## src/rtl/ct_lsu_sd_ex2_pkg.sv

```systemverilog
// Shared LSU store-data definitions: SDIQ sizing, SDID width, EX2 pairing FSM states.
// Latency: n/a (types and constants only).
// Backpressure: n/a.
package ct_lsu_sd_ex2_pkg;

  localparam int LSIQ_ENTRY_DEF = 12;
  localparam int SDID_W         = 4;

  // Pairing state for boundary-crossing stores split into two passes
  typedef enum logic {
    SD_IDLE      = 1'b0,
    SD_WAIT_SECD = 1'b1
  } sd_fsm_t;

endpackage

```

## src/rtl/ct_lsu_sd_ex2_rot64.sv

```systemverilog
// Byte rotator: rotates a 64-bit doubleword left by rot_sel bytes.
// Latency: combinational.
// Backpressure: none.
module ct_lsu_sd_rot64 (
  input  logic [63:0] data_in,
  input  logic [2:0]  rot_sel,
  output logic [63:0] data_out
);

  logic [127:0] dbl;

  // Shifting a doubled copy left and keeping the top half gives a rotate without a zero-shift corner
  always_comb begin
    dbl      = {data_in, data_in} << {rot_sel, 3'b000};
    data_out = dbl[127:64];
  end

endmodule

```

## src/rtl/gated_clk_cell.sv

```systemverilog
// Latch-based clock gate: clock runs when globally enabled and either module or local enable is set.
// Latency: enable sampled in the low phase, takes effect on the next rising edge.
// Backpressure: none.
module gated_clk_cell (
  input  logic clk_in,
  input  logic global_en,
  input  logic module_en,
  input  logic local_en,
  input  logic external_en,
  input  logic pad_yy_icg_scan_en,
  output logic clk_out
);

  logic en_lat;

  // Enable latch is transparent while the clock is low so clk_out never glitches
  always_latch begin
    if (!clk_in)
      en_lat = (global_en && (module_en || local_en)) || external_en || pad_yy_icg_scan_en;
  end

  assign clk_out = clk_in & en_lat;

endmodule

```

## src/rtl/ct_lsu_sd_ex2.sv

```systemverilog
// Store-data EX2 stage: registers rotated store data/SDID and tracks boundary-store second halves.
// Latency: 1 cycle from EX1 valid to EX2 strobe; sdid_err pulses 1 cycle after the violating pass.
// Backpressure: none; flush kills the EX1 pass and drops any pending boundary store.
module ct_lsu_sd_ex2
  import ct_lsu_sd_ex2_pkg::*;
#(
  parameter int LSIQ_ENTRY = LSIQ_ENTRY_DEF
) (
  input  logic              forever_cpuclk,
  input  logic              cpurst_b,
  input  logic              cp0_lsu_icg_en,
  input  logic              cp0_yy_clk_en,
  input  logic              pad_yy_icg_scan_en,
  input  logic              rtu_yy_xx_flush,
  input  logic              sd_ex1_inst_vld,
  input  logic [SDID_W-1:0] sd_ex1_sdid,
  input  logic              sd_ex1_boundary,
  input  logic              sd_ex1_secd,
  input  logic [63:0]       sd_ex1_data,
  input  logic [2:0]        sd_ex1_rot_sel,
  output logic              sd_ex2_inst_vld,
  output logic [SDID_W-1:0] sd_ex2_sdid,
  output logic [63:0]       sd_ex2_data,
  output logic              sd_ex2_data_cmplt,
  output logic              sd_ex2_first_half,
  output logic              sd_ex2_pend_vld,
  output logic [SDID_W-1:0] sd_ex2_pend_sdid,
  output logic              sd_ex2_sdid_err
);

  // An SDID must be able to name every queue entry
  if (LSIQ_ENTRY < 1 || LSIQ_ENTRY > (1 << SDID_W)) begin : g_bad_cfg
    $error("LSIQ_ENTRY does not fit the SDID width");
  end

  logic              accept;
  logic              sd_clk;
  logic [63:0]       rot_data;
  logic [SDID_W-1:0] sdid_q;
  logic [63:0]       data_q;
  logic              vld_q;
  logic              boundary_q;
  logic              secd_q;
  sd_fsm_t           state;
  logic [SDID_W-1:0] pend_sdid_q;
  logic              err_q;

  assign accept = sd_ex1_inst_vld && !rtu_yy_xx_flush;

  // Wide data/SDID flops only need a clock when EX1 carries a store
  gated_clk_cell x_sd_gated_clk (
    .clk_in             (forever_cpuclk),
    .global_en          (cp0_yy_clk_en),
    .module_en          (cp0_lsu_icg_en),
    .local_en           (sd_ex1_inst_vld),
    .external_en        (1'b0),
    .pad_yy_icg_scan_en (pad_yy_icg_scan_en),
    .clk_out            (sd_clk)
  );

  ct_lsu_sd_rot64 x_sd_rot (
    .data_in  (sd_ex1_data),
    .rot_sel  (sd_ex1_rot_sel),
    .data_out (rot_data)
  );

  // Capture SDID and rotated data of accepted passes; hold otherwise
  always_ff @(posedge sd_clk or negedge cpurst_b) begin
    if (!cpurst_b) begin
      sdid_q <= '0;
      data_q <= '0;
    end else if (accept) begin
      sdid_q <= sd_ex1_sdid;
      data_q <= rot_data;
    end
  end

  // EX2 strobe and the pass-type bits that qualify it
  always_ff @(posedge forever_cpuclk or negedge cpurst_b) begin
    if (!cpurst_b) begin
      vld_q      <= 1'b0;
      boundary_q <= 1'b0;
      secd_q     <= 1'b0;
    end else begin
      vld_q <= accept;
      if (accept) begin
        boundary_q <= sd_ex1_boundary;
        secd_q     <= sd_ex1_secd;
      end
    end
  end

  // Boundary-store pairing FSM; a second pass is checked against the recorded first-half SDID
  always_ff @(posedge forever_cpuclk or negedge cpurst_b) begin
    if (!cpurst_b) begin
      state       <= SD_IDLE;
      pend_sdid_q <= '0;
      err_q       <= 1'b0;
    end else if (rtu_yy_xx_flush) begin
      state <= SD_IDLE;
      err_q <= 1'b0;
    end else begin
      err_q <= 1'b0;
      if (accept) begin
        case (state)
          SD_IDLE: begin
            if (sd_ex1_secd) begin
              err_q <= 1'b1;
            end else if (sd_ex1_boundary) begin
              state       <= SD_WAIT_SECD;
              pend_sdid_q <= sd_ex1_sdid;
            end
          end
          SD_WAIT_SECD: begin
            if (sd_ex1_secd) begin
              if (sd_ex1_sdid == pend_sdid_q)
                state <= SD_IDLE;
              else
                err_q <= 1'b1;
            end else if (sd_ex1_boundary) begin
              err_q       <= 1'b1;
              pend_sdid_q <= sd_ex1_sdid;
            end
          end
          default: state <= SD_IDLE;
        endcase
      end
    end
  end

  assign sd_ex2_inst_vld   = vld_q;
  assign sd_ex2_sdid       = sdid_q;
  assign sd_ex2_data       = data_q;
  assign sd_ex2_data_cmplt = vld_q && (!boundary_q || secd_q);
  assign sd_ex2_first_half = vld_q && boundary_q && !secd_q;
  assign sd_ex2_pend_vld   = (state == SD_WAIT_SECD);
  assign sd_ex2_pend_sdid  = pend_sdid_q;
  assign sd_ex2_sdid_err   = err_q;

endmodule

```

## config.mk

```make
export PLATFORM = sky130hd
export DESIGN_NAME = ct_lsu_sd_ex2
export DESIGN_NICKNAME = d
export VERILOG_FILES = /design/src/rtl/ct_lsu_sd_ex2_pkg.sv /design/src/rtl/ct_lsu_sd_ex2_rot64.sv /design/src/rtl/gated_clk_cell.sv /design/src/rtl/ct_lsu_sd_ex2.sv
export SDC_FILE = /design/constraint.sdc
export NUM_CORES = 1
export LEC_CHECK = 0
export CORE_AREA = 2 2 114 116
export CTS_CLUSTER_SIZE = 12
export DETAILED_ROUTE_END_ITERATION = 12
export DIE_AREA = 0 0 116 118
export PLACE_DENSITY_LB_ADDON = 0.3
export SYNTH_ARGS = -nofsm -noshare
export SYNTH_HDL_FRONTEND = slang
export SYNTH_SLANG_ARGS = --single-unit
```

## constraint.sdc

```tcl
create_clock -name forever_cpuclk -period 0.9 [get_ports forever_cpuclk]
set_input_delay 0.18 -clock forever_cpuclk [delete_from_list [all_inputs] [get_ports forever_cpuclk]]
set_output_delay 0.18 -clock forever_cpuclk [all_outputs]
set_load 0.01 [all_outputs]
```

Yosys cells after proc, flatten, opt, wreduce, memory -nomap -nowiden --
Index checks and enable logic that the tools add are counted. Widths: inputs -> output; s select.
Word-level totals: bits in registers 77, bits in latches 1, word-level logic and storage cells 43
Operators by class: eq/ne operators 1, shifts and indexed selects 1, mux-type cells 15, bitwise logic cells 4, reductions and logical operators 13
Operators with widths (count):
- $shl 128x6->128 | 1
- $mux 1 | 11
- $mux 4 | 2
- $logic_and 1x1->1 | 5
- $eq 4x4->1 | 1
- $pmux 1 s2 | 2
- $reduce_and 4->1 | 1
- $logic_not 1->1 | 3
- $logic_or 1x1->1 | 3
- $not 1->1 | 3
- $reduce_bool 2->1 | 1
- $and 1x1->1 | 1

Logic depth before layout (Yosys ltp) --
depth after elaboration 6, gate-level depth with buffers 6, mapped depth without buffers 4

Cells and area by module --
Synthesis repeated with hierarchy kept, for this count alone.
Unflattened totals: cells, all modules 478, area, all modules 5459.0 sq um
Modules (own cells, without submodules):
- ct_lsu_sd_ex2 | times used 1, cells an instance 324, area each 2972.9 sq um, sequential area each 1926.8 sq um
- ct_lsu_sd_rot64 | times used 1, cells an instance 149, area each 2452.4 sq um, sequential area each 0.0 sq um
- gated_clk_cell | times used 1, cells an instance 5, area each 33.8 sq um, sequential area each 0.0 sq um

==> flow_metrics.env <==
export IMPL_pwr_share_comb_pct=39.9
export IMPL_fin_skew_ps=0.264
export IMPL_placed_cells=829
export IMPL_hold_ws_ps=3.69
export IMPL_path_class="flip-flop to output pin"
export IMPL_period_minus_slack_ps=1590
export IMPL_placementRows=41
export IMPL_reg2reg_setup_slack_ps=-370
export IMPL_syn2layout_area_growth_pct=71.5
export IMPL_yosysWarningCount=0
export IMPL_p_switching_mw=4.40
export IMPL_dieWidth_um=116
export IMPL_syn_cell_area_um2=5360
export IMPL_wire_per_inst_um=20.8
export IMPL_drt_wl_total_um=19000
export IMPL_fmax_ghz=0.630
export IMPL_r2r_start="sd_ex2_pend_sdid[0]$_DFFE_PN0P_"
export IMPL_tightest_slew_ps=322
export IMPL_drive_above_1_share_pct=66.5
export IMPL_synth_most_common_cell="o22ai_1"
export IMPL_setup_ws_ps=-687
export IMPL_detailed_place_area_um2=8280
export IMPL_antenna_cells=0
export IMPL_nFillCells=825
export IMPL_fin_cells=912
export IMPL_hold_viol=0
export IMPL_p_clk_share_pct=34.3
export IMPL_die_h_um=118
export IMPL_setup_viol=81
export IMPL_grt_pass1_wl_um=28700
export IMPL_utilization_pct=74.0
export IMPL_io_pins=157
export IMPL_via_per_inst=5.86
export IMPL_r2r_end="sd_ex2_pend_vld$_DFFE_PN0P_"
export IMPL_setup_tns_final_ps=-42710
export IMPL_p_per_area_nw_per_um2=1520
export IMPL_pre_cts_ws_ps=-772
export IMPL_hpwl_um=12700
export IMPL_slew_violations=0
export IMPL_cap_violations=0
export IMPL_syn_num_nets=573
export IMPL_grt_max_degree=57
export IMPL_cts_tree="built"
export IMPL_critPathMaxFanout=3
export IMPL_synthFlopType="dfrtp_1"
export IMPL_die_area_um2=13700
export IMPL_endpoint_kind="output pin"
export IMPL_globalplace_congestion=0.849
export IMPL_synth_top_area_cell="dfrtp_1"
export IMPL_grt_pass1_vias=5503
export IMPL_start_util_pct=43.2
export IMPL_drt_iter0_drc=341
export IMPL_track_usage_pct=26.4
export IMPL_dr_pass1_iters=5
export IMPL_regArea_um2=1940
export IMPL_antenna_left=0
export IMPL_clkLatencyLatePin_ps=690
export IMPL_port_buffers=156
export IMPL_ir_drop_v=0.000879
export IMPL_slew_limit_headroom_pct=78.6
export IMPL_yosysTopAreaCellShare_pct=36.0
export IMPL_grt_setup_unrepaired="true"
export IMPL_cp_required_ps=720
export IMPL_synth_area_leaders="dfrtp_1, mux2_4, o22ai_1, o31ai_2, nand2_1"
export IMPL_power_leakage_nw=4.10
export IMPL_fin_crit_sh_pct=176
export IMPL_synth_edf_count=0
export IMPL_syn_area_per_cell_um2=10.9
export IMPL_p_seq_share_pct=25.8
export IMPL_hold_class="input port to async pin"
export IMPL_syn_inst=493
export IMPL_clkTransAtPathRegs_ps=60
export IMPL_swShare_pct=31.5
export IMPL_total_power_mw=14.0
export IMPL_synth_common_cells="o22ai_1, nand2_1, dfrtp_1"
export IMPL_vias=5341
export IMPL_final_area_um2=9190
export IMPL_async_flop_share_pct=98.7
export IMPL_drc=0
export IMPL_p_int_mw=9.57
export IMPL_multi_input_area_um2=3910
export IMPL_status="finished, violations left"
export IMPL_ys_types=32
export IMPL_coreArea_um2=12400
export IMPL_antenna_found_initial=0
export IMPL_nNetsFinal=814
export IMPL_violations="setup timing"
export IMPL_ys_seq_elements=78
export IMPL_crit_arrival_ps=1410
export IMPL_cp_start_kind="flip-flop"
export IMPL_worst_r2r_cell_count=5
export IMPL_grt_ovfl_total=0
registers in the layout, summed over array words and instances, names as in the netlist:
register	flops
sd_ex2_data	64
sd_ex2_pend_sdid	4
sd_ex2_sdid	4
boundary_q	1
sd_ex2_inst_vld	1
sd_ex2_pend_vld	1
sd_ex2_sdid_err	1
secd_q	1
x_sd_gated_clk.en_lat	1
critical path, stage by stage (launching register included):
cell and delay [ps]:
dfrtp_1 380, inv_2 70, and3_1 140, buf_2 120
cell usage in the layout (no fill, tap or decap), types with 4 or more instances in the layout:
cell             instances
mux2_2                   4
nand2_1                 73
clkdlybuf4s50_1         75
buf_6                   31
mux2_4                  64
dfrtp_1                 77
o22ai_2                122
buf_2                   54
clkbuf_16               18
buf_12                  23
o31ai_2                 61
nand2_2                  6
o22ai_1                  6
buf_4                   82
metal layers:
layer	track usage [%]	part of all wire [%]	vias to the layer above	wire length [um]
met5	0	0	-	0
met3	4.74	5.8	45	1100
met1	33.9	41	2682	7790
met2	44.7	51	215	9600
li1	-	-	2399	-
met4	8.78	2.7	0	509
logic make-up (layout without fill, tap and decap cells):
family,after synthesis,count (layout),share of synthesized area [%]
simple gates,91,91,6.91
buf+inv,53,300,6.77
latches,1,1,0.280
mux,68,68,18.8
flops,77,77,36.0
xor+xnor,4,4,0.654
compound gates,199,199,30.7
what timing repair did:
item	4_1_cts	5_1_grt
buffers inserted	25	29
hold buffers	1	0
resized for setup	332	31
endpoints found under the setup margin	84	143
hold endpoints to repair	77	0
pin swaps	1	1
cloned	3	0
worst max path at each step:
| stage | startpoint | to | slack [ps] | cells after the start |
|---|---|---|---|---|
| CTS | boundary_q$_DFFE_PN0N_ | sd_ex2_data_cmplt | -670 | 2 |
| global route | secd_q$_DFFE_PN0N_ | sd_ex2_first_half | -710 | 3 |
| detailed placement | sd_ex1_rot_sel[1] | sd_ex2_data[53]$_DFFE_PN0N_ | -770 | 5 |
| floorplan | rtu_yy_xx_flush | sd_ex2_pend_sdid[0]$_DFFE_PN0P_ | -280 | 6 |
| global placement | sd_ex1_rot_sel[1] | sd_ex2_data[54]$_DFFE_PN0N_ | -710 | 5 |
| finish | secd_q$_DFFE_PN0N_ | sd_ex2_first_half | -690 | 3 |
final cells by class:
cell class	instances	area share, %
inverter	3	0.177
timing repair buffer	271	28.1
clock buffer	19	5.05
tap	172	2.34
clock inverter	7	0.735
multi-input combinational	362	42.5
sequential	78	21.1
power by group through the flow:
stage	combinational [mW]	clock, mW	sequential, mW
6_report	5.58	4.79	3.60
5_1_grt	5.93	4.97	3.64
4_1_cts	5.10	4.83	3.56
3_5_place_dp	5.07	0.248	2.98
3_3_place_gp	4.95	0.248	2.97
2_1_floorplan	2.50	0.248	3.13
Power figures use the tool's default switching activity.
